## src/rtl/dvp_emu_pkg.sv

```systemverilog
// Shared types and constants for the DVP sensor emulator.
//   state_t     : frame sequencer states
//   PAT_*       : pattern_sel encodings
//   imax        : constant helper for sizing the line counter
package dvp_emu_pkg;

   typedef enum logic [2:0] {
      IDLE   = 3'd0,
      VSYNC  = 3'd1,
      VBACK  = 3'd2,
      ACTIVE = 3'd3,
      VFRONT = 3'd4
   } state_t;

   localparam logic [1:0] PAT_HRAMP = 2'd0;
   localparam logic [1:0] PAT_VRAMP = 2'd1;
   localparam logic [1:0] PAT_CHECK = 2'd2;
   localparam logic [1:0] PAT_MOVE  = 2'd3;

   function automatic int imax(input int a, input int b);
      return (a > b) ? a : b;
   endfunction

endpackage

```

## src/rtl/dvp_sensor_emulator_pattern.sv

```systemverilog
// Registered test-pattern pixel generator.
//   clk, rst_n : pixel clock, async active-low reset
//   valid      : pixel is active in the next cycle (next-state href)
//   x, y       : next-cycle pixel column / active line index (8-bit truncated)
//   frame_cnt  : completed-frame count, used by the moving ramp
//   pattern    : pattern code latched for the current frame
//   data       : registered pixel, 8'h00 whenever valid was low
// Macro DVP_FRAME_STAMP_EN: pixel (0,0) of each frame carries frame_cnt.
module dvp_pattern_gen
   import dvp_emu_pkg::*;
(
   input  logic       clk,
   input  logic       rst_n,
   input  logic       valid,
   input  logic [7:0] x,
   input  logic [7:0] y,
   input  logic [7:0] frame_cnt,
   input  logic [1:0] pattern,
   output logic [7:0] data
);

   logic [7:0] pix;

   always_comb begin
      pix = 8'h00;
      case (pattern)
         PAT_HRAMP: pix = x;
         PAT_VRAMP: pix = y;
         PAT_CHECK: pix = (x[3] ^ y[3]) ? 8'hFF : 8'h00;
         PAT_MOVE:  pix = x + frame_cnt;
         default:   pix = 8'h00;
      endcase
`ifdef DVP_FRAME_STAMP_EN
      if (x == 8'd0 && y == 8'd0)
         pix = frame_cnt;
`endif
   end

   always_ff @(posedge clk or negedge rst_n) begin
      if (!rst_n)
         data <= 8'h00;
      else
         data <= valid ? pix : 8'h00;
   end

endmodule

```

## src/rtl/dvp_sensor_emulator.sv

```systemverilog
// DVP parallel-bus sensor emulator: frame sequencer plus test-pattern source.
// Ports:
//   clk, rst_n   : pixel clock, async active-low reset
//   enable       : run request, sampled only at frame boundaries
//   pattern_sel  : 0 h-ramp, 1 v-ramp, 2 checker, 3 moving ramp (latched per frame)
//   cmos_vsync   : high during VSYNC lines
//   cmos_href    : high while cmos_data holds an active pixel
//   cmos_data    : pixel value, 8'h00 when href is low
//   frame_start  : one-cycle pulse with the first vsync-high cycle
//   frame_cnt    : completed frames, wraps at 256
//   busy         : sequencer not idle
// Optional macro DVP_FRAME_STAMP_EN (see dvp_pattern_gen).
//
// state  | meaning
// IDLE   | waiting for enable, bus quiet
// VSYNC  | VSYNC_LINES lines with vsync high
// VBACK  | V_BACK blank lines before the first active line
// ACTIVE | V_ACTIVE lines, href for the first H_ACTIVE cycles of each
// VFRONT | V_FRONT blank lines; last cycle ends the frame
//
// All pins are registered from next-state/next-counter values so they move on
// the same edge the sequencer changes state.
module dvp_sensor_emulator
   import dvp_emu_pkg::*;
#(
   parameter int H_ACTIVE    = 752,
   parameter int H_BLANK     = 94,
   parameter int V_ACTIVE    = 480,
   parameter int VSYNC_LINES = 2,
   parameter int V_BACK      = 4,
   parameter int V_FRONT     = 4
) (
   input  logic       clk,
   input  logic       rst_n,
   input  logic       enable,
   input  logic [1:0] pattern_sel,
   output logic       cmos_vsync,
   output logic       cmos_href,
   output logic [7:0] cmos_data,
   output logic       frame_start,
   output logic [7:0] frame_cnt,
   output logic       busy
);

   localparam int H_TOTAL = H_ACTIVE + H_BLANK;
   localparam int HW      = (H_TOTAL > 1) ? $clog2(H_TOTAL) : 1;
   localparam int V_MAX   = imax(imax(VSYNC_LINES, V_BACK), imax(V_ACTIVE, V_FRONT));
   localparam int VW      = (V_MAX > 1) ? $clog2(V_MAX) : 1;

   localparam logic [HW-1:0] H_LAST  = HW'(H_TOTAL - 1);
   localparam logic [HW-1:0] H_ACT_N = HW'(H_ACTIVE);
   localparam logic [VW-1:0] VS_LAST = VW'(VSYNC_LINES - 1);
   localparam logic [VW-1:0] VB_LAST = VW'(V_BACK - 1);
   localparam logic [VW-1:0] VA_LAST = VW'(V_ACTIVE - 1);
   localparam logic [VW-1:0] VF_LAST = VW'(V_FRONT - 1);

   if (H_ACTIVE < 1 || H_BLANK < 1 || V_ACTIVE < 1 || VSYNC_LINES < 1 ||
       V_BACK < 0 || V_FRONT < 0) begin : g_bad_params
      $error("dvp_sensor_emulator: H_ACTIVE, H_BLANK, V_ACTIVE, VSYNC_LINES must be >= 1");
   end

   state_t          state, state_nxt;
   logic [HW-1:0]   h_cnt, h_nxt;
   logic [VW-1:0]   v_cnt, v_nxt;
   logic [1:0]      pat_q;
   logic            line_end;
   logic            frame_done;
   logic            start_nxt;
   logic            href_nxt;

   always_comb begin
      state_nxt  = state;
      h_nxt      = h_cnt;
      v_nxt      = v_cnt;
      frame_done = 1'b0;
      line_end   = (h_cnt == H_LAST);
      if (state == IDLE) begin
         h_nxt = '0;
         v_nxt = '0;
         if (enable)
            state_nxt = VSYNC;
      end else begin
         h_nxt = line_end ? '0 : h_cnt + 1'b1;
         if (line_end) begin
            v_nxt = v_cnt + 1'b1;
            case (state)
               VSYNC: begin
                  if (v_cnt == VS_LAST) begin
                     if (V_BACK > 0) state_nxt = VBACK;
                     else            state_nxt = ACTIVE;
                  end
               end
               VBACK: begin
                  if (v_cnt == VB_LAST)
                     state_nxt = ACTIVE;
               end
               ACTIVE: begin
                  if (v_cnt == VA_LAST) begin
                     if (V_FRONT > 0) state_nxt = VFRONT;
                     else             frame_done = 1'b1;
                  end
               end
               VFRONT: begin
                  if (v_cnt == VF_LAST)
                     frame_done = 1'b1;
               end
               default: state_nxt = IDLE;
            endcase
            // enable only matters here and in IDLE: frames are never cut short
            if (frame_done) begin
               if (enable) state_nxt = VSYNC;
               else        state_nxt = IDLE;
            end
            if (state_nxt != state)
               v_nxt = '0;
         end
      end
   end

   assign start_nxt = (state_nxt == VSYNC) && (state != VSYNC);
   assign href_nxt  = (state_nxt == ACTIVE) && (h_nxt < H_ACT_N);

   always_ff @(posedge clk or negedge rst_n) begin
      if (!rst_n) begin
         state       <= IDLE;
         h_cnt       <= '0;
         v_cnt       <= '0;
         pat_q       <= PAT_HRAMP;
         frame_cnt   <= 8'd0;
         cmos_vsync  <= 1'b0;
         cmos_href   <= 1'b0;
         frame_start <= 1'b0;
         busy        <= 1'b0;
      end else begin
         state       <= state_nxt;
         h_cnt       <= h_nxt;
         v_cnt       <= v_nxt;
         if (start_nxt)
            pat_q <= pattern_sel;
         if (frame_done)
            frame_cnt <= frame_cnt + 8'd1;
         cmos_vsync  <= (state_nxt == VSYNC);
         cmos_href   <= href_nxt;
         frame_start <= start_nxt;
         busy        <= (state_nxt != IDLE);
      end
   end

   dvp_pattern_gen u_pattern (
      .clk       (clk),
      .rst_n     (rst_n),
      .valid     (href_nxt),
      .x         (8'(h_nxt)),
      .y         (8'(v_nxt)),
      .frame_cnt (frame_cnt),
      .pattern   (pat_q),
      .data      (cmos_data)
   );

endmodule

```

## config.mk

```make
export PLATFORM = sky130hd
export DESIGN_NAME = dvp_sensor_emulator
export DESIGN_NICKNAME = d
export VERILOG_FILES = /design/src/rtl/dvp_emu_pkg.sv /design/src/rtl/dvp_sensor_emulator_pattern.sv /design/src/rtl/dvp_sensor_emulator.sv
export SDC_FILE = /design/constraint.sdc
export NUM_CORES = 1
export LEC_CHECK = 0
export ABC_AREA = 1
export BUFFER_PORTS_ARGS = -buffer_cell sky130_fd_sc_hd__buf_2
export CAP_MARGIN = 10
export CORE_MARGIN = 2
export CORE_UTILIZATION = 56
export CTS_CLUSTER_DIAMETER = 40
export DETAILED_ROUTE_END_ITERATION = 6
export PLACE_DENSITY = 0.87
export SETUP_SLACK_MARGIN = 0.05
export SLEW_MARGIN = 20
export SYNTH_ARGS = -nofsm -noshare
export SYNTH_HDL_FRONTEND = slang
export SYNTH_HIERARCHICAL = 1
export SYNTH_SLANG_ARGS = --single-unit
```

## constraint.sdc

```tcl
create_clock -name clk -period 4 [get_ports clk]
set_clock_uncertainty 0.15 [all_clocks]
set_input_delay 0.4 -clock clk [delete_from_list [all_inputs] [get_ports clk]]
set_output_delay 0.4 -clock clk [all_outputs]
set_load 0.005 [all_outputs]
```

======== Word-level counts from Yosys, hierarchy flattened ========
Cells that the tools add are included.
word-level totals
  bits in read-only memories .............. 0
  output and inout port bits .............. 20
  latch bits .............................. 0
  register bits ........................... 44
  bits of input ports ..................... 5
  word-level logic and storage cells ...... 63
  bits in writable memories ............... 0
  memories ................................ 0
cells by class
  $add $sub $neg .......................... 4
  shift-type cells ........................ 0
  div/mod/pow operators ................... 0
  magnitude comparators ................... 1
  bitwise gates (word level) .............. 1
  reduce and logical (&&, ||, !) cells .... 6
  mux-type cells .......................... 25
  multiply operators ...................... 0
  equality and inequality tests ........... 15
operators by type and width
  kind                                                                     count
  8-bit case mux with 4 select lines                                       1
  3-bit two-way mux                                                        9
  9-bit two-way mux                                                        3
  10-bit two-way mux                                                       2
  8-bit two-way mux                                                        2
  3-bit case mux with 4 select lines                                       1
  10-bit by 1-bit adder with 10-bit output, second input constant          1
  10-bit == test, second input constant                                    1
  10-bit < comparator, second input constant                               1
  9-bit by 1-bit adder with 9-bit output, second input constant            1
  3-bit by 2-bit == test with 1-bit output, second input constant          3
  9-bit by 1-bit == test with 1-bit output, second input constant          1
  9-bit by 2-bit == test with 1-bit output, second input constant          1
  9-bit == test, second input constant                                     1
  8-bit by 1-bit adder with 8-bit output, second input constant            1
  8-bit adder                                                              1
  1-bit two-way mux                                                        7
  3-bit by 1-bit == test with 1-bit output, second input constant          2
  2-bit == test, second input constant                                     2
  3-bit == test, second input constant                                     1
  3-bit logical NOT                                                        1
  3-bit by 1-bit inequality test with 1-bit output, second input constant  1
  3-bit inequality test                                                    1
  3-bit nonzero test                                                       1
  5 further kinds                                                          6

======== Longest topological paths before layout ========
  depth in word-level cells ............... 16
  depth in mapped cells ................... 18

======== Modules after synthesis ========
Netlist, hierarchy kept.
modules (own cells, without submodules)
  module               cells each  instances  seq. area each (µm²)  area each (µm²)
  dvp_sensor_emulator  268         1          900.9                 2070.7
  dvp_pattern_gen      104         1          200.2                 726.9

======== Least setup slack after synthesis ========
Ideal clock, no wire load.
  path type ............................... register to register
  start ................................... reg h_cnt[0]
  end ..................................... reg u_pattern.data[4]
  cell stages (with the launch flop) ...... 15
  setup slack ............................. 1558 ps
  arrival time ............................ 2167 ps
  required time ........................... 3724 ps
  library setup time ...................... 126 ps
  cell sequence ........................... dfrtp_1 ha_1 nand3_2 nor2_1 nand2_2 nand2_2 inv_1 nand2_1 nor2_1 ha_1 a21oi_1 nand2_1 or2_1 nand3_1 a21oi_2
on the way
  longest elaborated chain between the ends .. 7
RTL lines
  item                                                                               RTL line                                              RTL
  start: declaration                                                                 dvp_sensor_emulator.sv:63                             logic [HW-1:0] h_cnt, h_nxt;
  start signal: assignment                                                           dvp_sensor_emulator.sv:136                            h_cnt <= h_nxt;
  10-bit by 1-bit adder with 10-bit output / 10-bit == test (equally long branches)  dvp_sensor_emulator.sv:83, dvp_sensor_emulator.sv:76
  10-bit two-way mux (*)                                                             dvp_sensor_emulator.sv:83                             h_nxt = line_end ? '0 : h_cnt + 1'b1;
  10-bit two-way mux (*)                                                             dvp_sensor_emulator.sv:77                             if (state == IDLE) begin
  named net h_nxt[3]                                                                 dvp_sensor_emulator.sv:63
  branches (longest 3 deep; another with 8-bit adder)                                --
  8-bit two-way mux (*)                                                              dvp_sensor_emulator_pattern.sv:43                     data <= valid ? pix : 8'h00;
  end signal: assignment                                                             dvp_sensor_emulator_pattern.sv:43
  end: declaration                                                                   dvp_sensor_emulator_pattern.sv:19                     output logic [7:0] data
Mark *: on every way through the listed nets, which the timed path passes. The select of a mux whose other input is x is not followed.
A chain may end at the register's enable or synchronous reset.

======== Worst setup path after layout ========
  start ................................... reg state[2]
  end ..................................... reg u_pattern.data[6]
RTL lines
  item                                                 RTL line                           RTL
  start: declaration                                   dvp_sensor_emulator.sv:62          state_t state, state_nxt;
  start signal: assignment                             dvp_sensor_emulator.sv:135         state <= state_nxt;
  3-bit logical NOT (*)                                dvp_sensor_emulator.sv:77
  10-bit two-way mux (*)                               dvp_sensor_emulator.sv:77
  named net h_nxt[3]                                   dvp_sensor_emulator.sv:63
  branches (longest 3 deep; another with 8-bit adder)  --
  8-bit two-way mux (*)                                dvp_sensor_emulator_pattern.sv:43
Marks and branches as above.

==> results by group <==
Global routing
  – Grt ovf: 0
  – Vias in the first global route: 2385
  – Initial antenna violation count: 0
  – First-pass GRT wire length: 10.5 mm
  – Largest net degree at the start of global routing: 45
  – All-layer global routing usage: 0.252

Placement
  – Placer Congestion: 0.960
  – PortBufs: 24
  – Dpl hpwl: 4.92 mm

Worst setup path
  – Reg2reg start: state[2]
  – Crit-path most repeated cell: nand2_1
  – Cells on worst reg2reg path: 14
  – Worst R2R End: u_pattern/data[6]
  – Slowest cell delay on critical path: 0.43 ns
  – CP Cell Sequence: inv_1, nand3_1, nand2_2, inv_1, nand2_1, nor2_1, ha_1, a21oi_1, nand2_1, nand2_1, nand2_1, nand2_1, nand3_1, a21oi_2
  – R2r setup slk: 0.88 ns
  – CP Class: reg -> reg
  – Worst EP required: 4.07 ns
  – Slowest stage cell, crit path: nand3_1
  – WP buf/inv: 2
  – Top delay family on crit path: simple AND/OR/NAND/NOR gates
  – Crit. End Element: flip-flop
  – WP data arrival: 3.19 ns
  – Worst Setup Start Kind: flip-flop
  – CP max FO: 12

Power and ir drop
  – P per Cell Area: 400 nW/µm²
  – Leak Pwr: 1.64 nW
  – Total power: 1.23 mW
  – Worst vdd ir: 0.225 mV

Cells and area
  – Layout area overhead: 10.3%
  – Most frequent cells in the layout: 88 x nand2_1, 52 x inv_1, 44 x dfrtp_1, 42 x nand3_1, 37 x nor2_1
  – Fillcell total: 417
  – Commonest non-fill, non-tap cell in the layout: nand2_1
  – Ant. Diodes: 0
  – Final nets: 419
  – Share of cells above drive strength 1: 0.152

Synth
  – Seq cells post-synth: 44
  – YS warnings: 6
  – Seq/Total Area, Yosys: 0.394
  – Syn Std Cell Area: 2800 µm²
  – Synth Net Count: 390
  – Syn Inst Count: 372
  – Mean Syn Cell Area: 7.52 µm²
  – Synth unique cells: 31

CTS
  – CTS sink count: 44
  – CTS Buf Count: 5
  – CTS root buffer: clkbuf_8
  – CTS tree: built
  – Post-CTS Setup Inserts: 0
  – PostCTS Resize Cnt: 0
  – CTS clk-pin slew, worst paths: 0.08 ns
  – Worst skew pair latency: 0.30 ns
  – CTS Buffer Depth: 2
  – Post-CTS Hold Buffers: 0
  – Max H-tree Level: 2

Floorplan
  – Starting Density: 0.585
  – Width of the die: 74.7 µm
  – IO Count: 25
  – Die area: 5580 µm²
  – Die Ht: 74.7 µm
  – Core area: 4790 µm²
  – Cell Rows: 25

STA
  – Max Clock Freq: 321 MHz
  – Final setup vio count: 0
  – Setup TNS Final: 0 ns
  – RSZ-0062 raised after global routing: no
  – Tightest Pin Transition: 0.963 ns
  – Relative slew slack: 0.358
  – Hold Fails Final Rpt: 0
  – Tcrit/Tclk final: 0.779
  – Slew Viols, Final: 0
  – Fin crit period: 3.12 ns

Drt
  – Via density: 5.53
  – Drc violations: 0
  – WL/cell: 13.8 µm
  – Antenna Nets Post-Route: 0
  – 1st-pass router iterations: 4
  – 1st-iter DRT viols: 169
  – WL final: 6.49 mm
  – Via Count: 2594

Status
  – Status: finished clean

Worst hold path
  – Hold WC Path Type: in -> async

Flow run
  – Max Cap Viol: 0
cells by family after synthesis:
group / count (synthesis) / share of synthesized area
AND/OR/NAND/NOR: 196 / 0.330
flip-flops: 44 / 0.394
XOR/XNOR: 9 / 0.0282
buffers and inverters: 59 / 0.0801
adder cells (fa/ha/maj): 13 / 0.0608
multiplexers: 1 / 0.00402
AO/OA/AOI/OAI: 50 / 0.103
worst max path at each step:
stage                        start                 to  slack [ns]  cells after the start
after floorplan           h_cnt[0]  u_pattern/data[4]        1.56                     14
after global placement    h_cnt[0]  u_pattern/data[6]        1.08                     16
after detailed placement  h_cnt[0]  u_pattern/data[6]        0.97                     16
after CTS                 h_cnt[0]  u_pattern/data[6]        0.92                     16
after global routing      h_cnt[0]  u_pattern/data[6]        0.66                     16
final                     state[2]  u_pattern/data[6]        0.88                     14
Yosys cell counts:
master / instances / area (µm²)
a21boi_1: 1 / 7.51
a21oi_1: 20 / 100
a21oi_2: 6 / 52.6
a31oi_1: 3 / 18.8
buf_2: 2 / 10.0
dfrtp_1: 44 / 1100
fa_1: 1 / 20.0
ha_1: 12 / 150
inv_1: 52 / 195
inv_2: 5 / 18.8
mux2_2: 1 / 11.3
nand2_1: 88 / 330
nand2_2: 4 / 25.0
nand3_1: 42 / 210
nand3_2: 5 / 50.1
nand3_4: 1 / 17.5
nand3b_1: 1 / 7.51
nand4_1: 3 / 18.8
nor2_1: 37 / 139
nor2_2: 2 / 12.5
nor3_1: 5 / 25.0
nor3_2: 2 / 20.0
nor3_4: 3 / 48.8
o211ai_1: 2 / 15.0
o21ai_0: 15 / 75.1
o22ai_1: 2 / 12.5
o31ai_1: 1 / 7.51
or2_1: 2 / 12.5
or2_2: 1 / 6.26
xnor2_1: 4 / 35.0
xor2_1: 5 / 43.8
sequential cells by signal (all words and copies together) (netlist names):
register	count
busy	1
cmos_href	1
h_cnt	10
cmos_vsync	1
frame_start	1
u_pattern/data	8
state	3
pat_q	2
v_cnt	9
frame_cnt	8
per-stage QoR:
stage / cell area (µm²) / cells / hold WS, ns / utilization / setup WS [ns]
6_report: 3090 / 469 / 0.0902 / 0.645 / 0.883
2_1_floorplan: 2800 / 372 / -0.0456 / - / 1.56
3_5_place_dp: 2990 / 461 / 0.360 / 0.625 / 0.968
5_1_grt: 3090 / 469 / 0.167 / 0.645 / 0.659
4_1_cts: 3090 / 469 / 0.123 / 0.645 / 0.920
3_3_place_gp: 2990 / 461 / 0.350 / 0.625 / 1.08
report_power, final:
part	internal, mW	switching [mW]
logic	0.109	0.294
clock network	0.140	0.150
registers	0.490	0.0491
total	0.739	0.494
routing by layer:
metal,share of wire,vias up,track usage
li1,-,1256,-
met1,0.42,1208,0.316
met2,0.50,104,0.429
met3,0.052,26,0.0442
met4,0.033,0,0.113
met5,0,-,0
cell type report:
cell class,count,area [µm²],share of cell area
inverters,57,214,0.0693
multi-input cells,269,1470,0.477
flip-flops and latches,44,1100,0.357
well taps,67,83.8,0.0272
repair buffers,24,120,0.0389
clock buffers,7,86.3,0.0280
clock inverters,1,7.51,0.00243
Note: power is estimated with default switching activity, not from simulation.
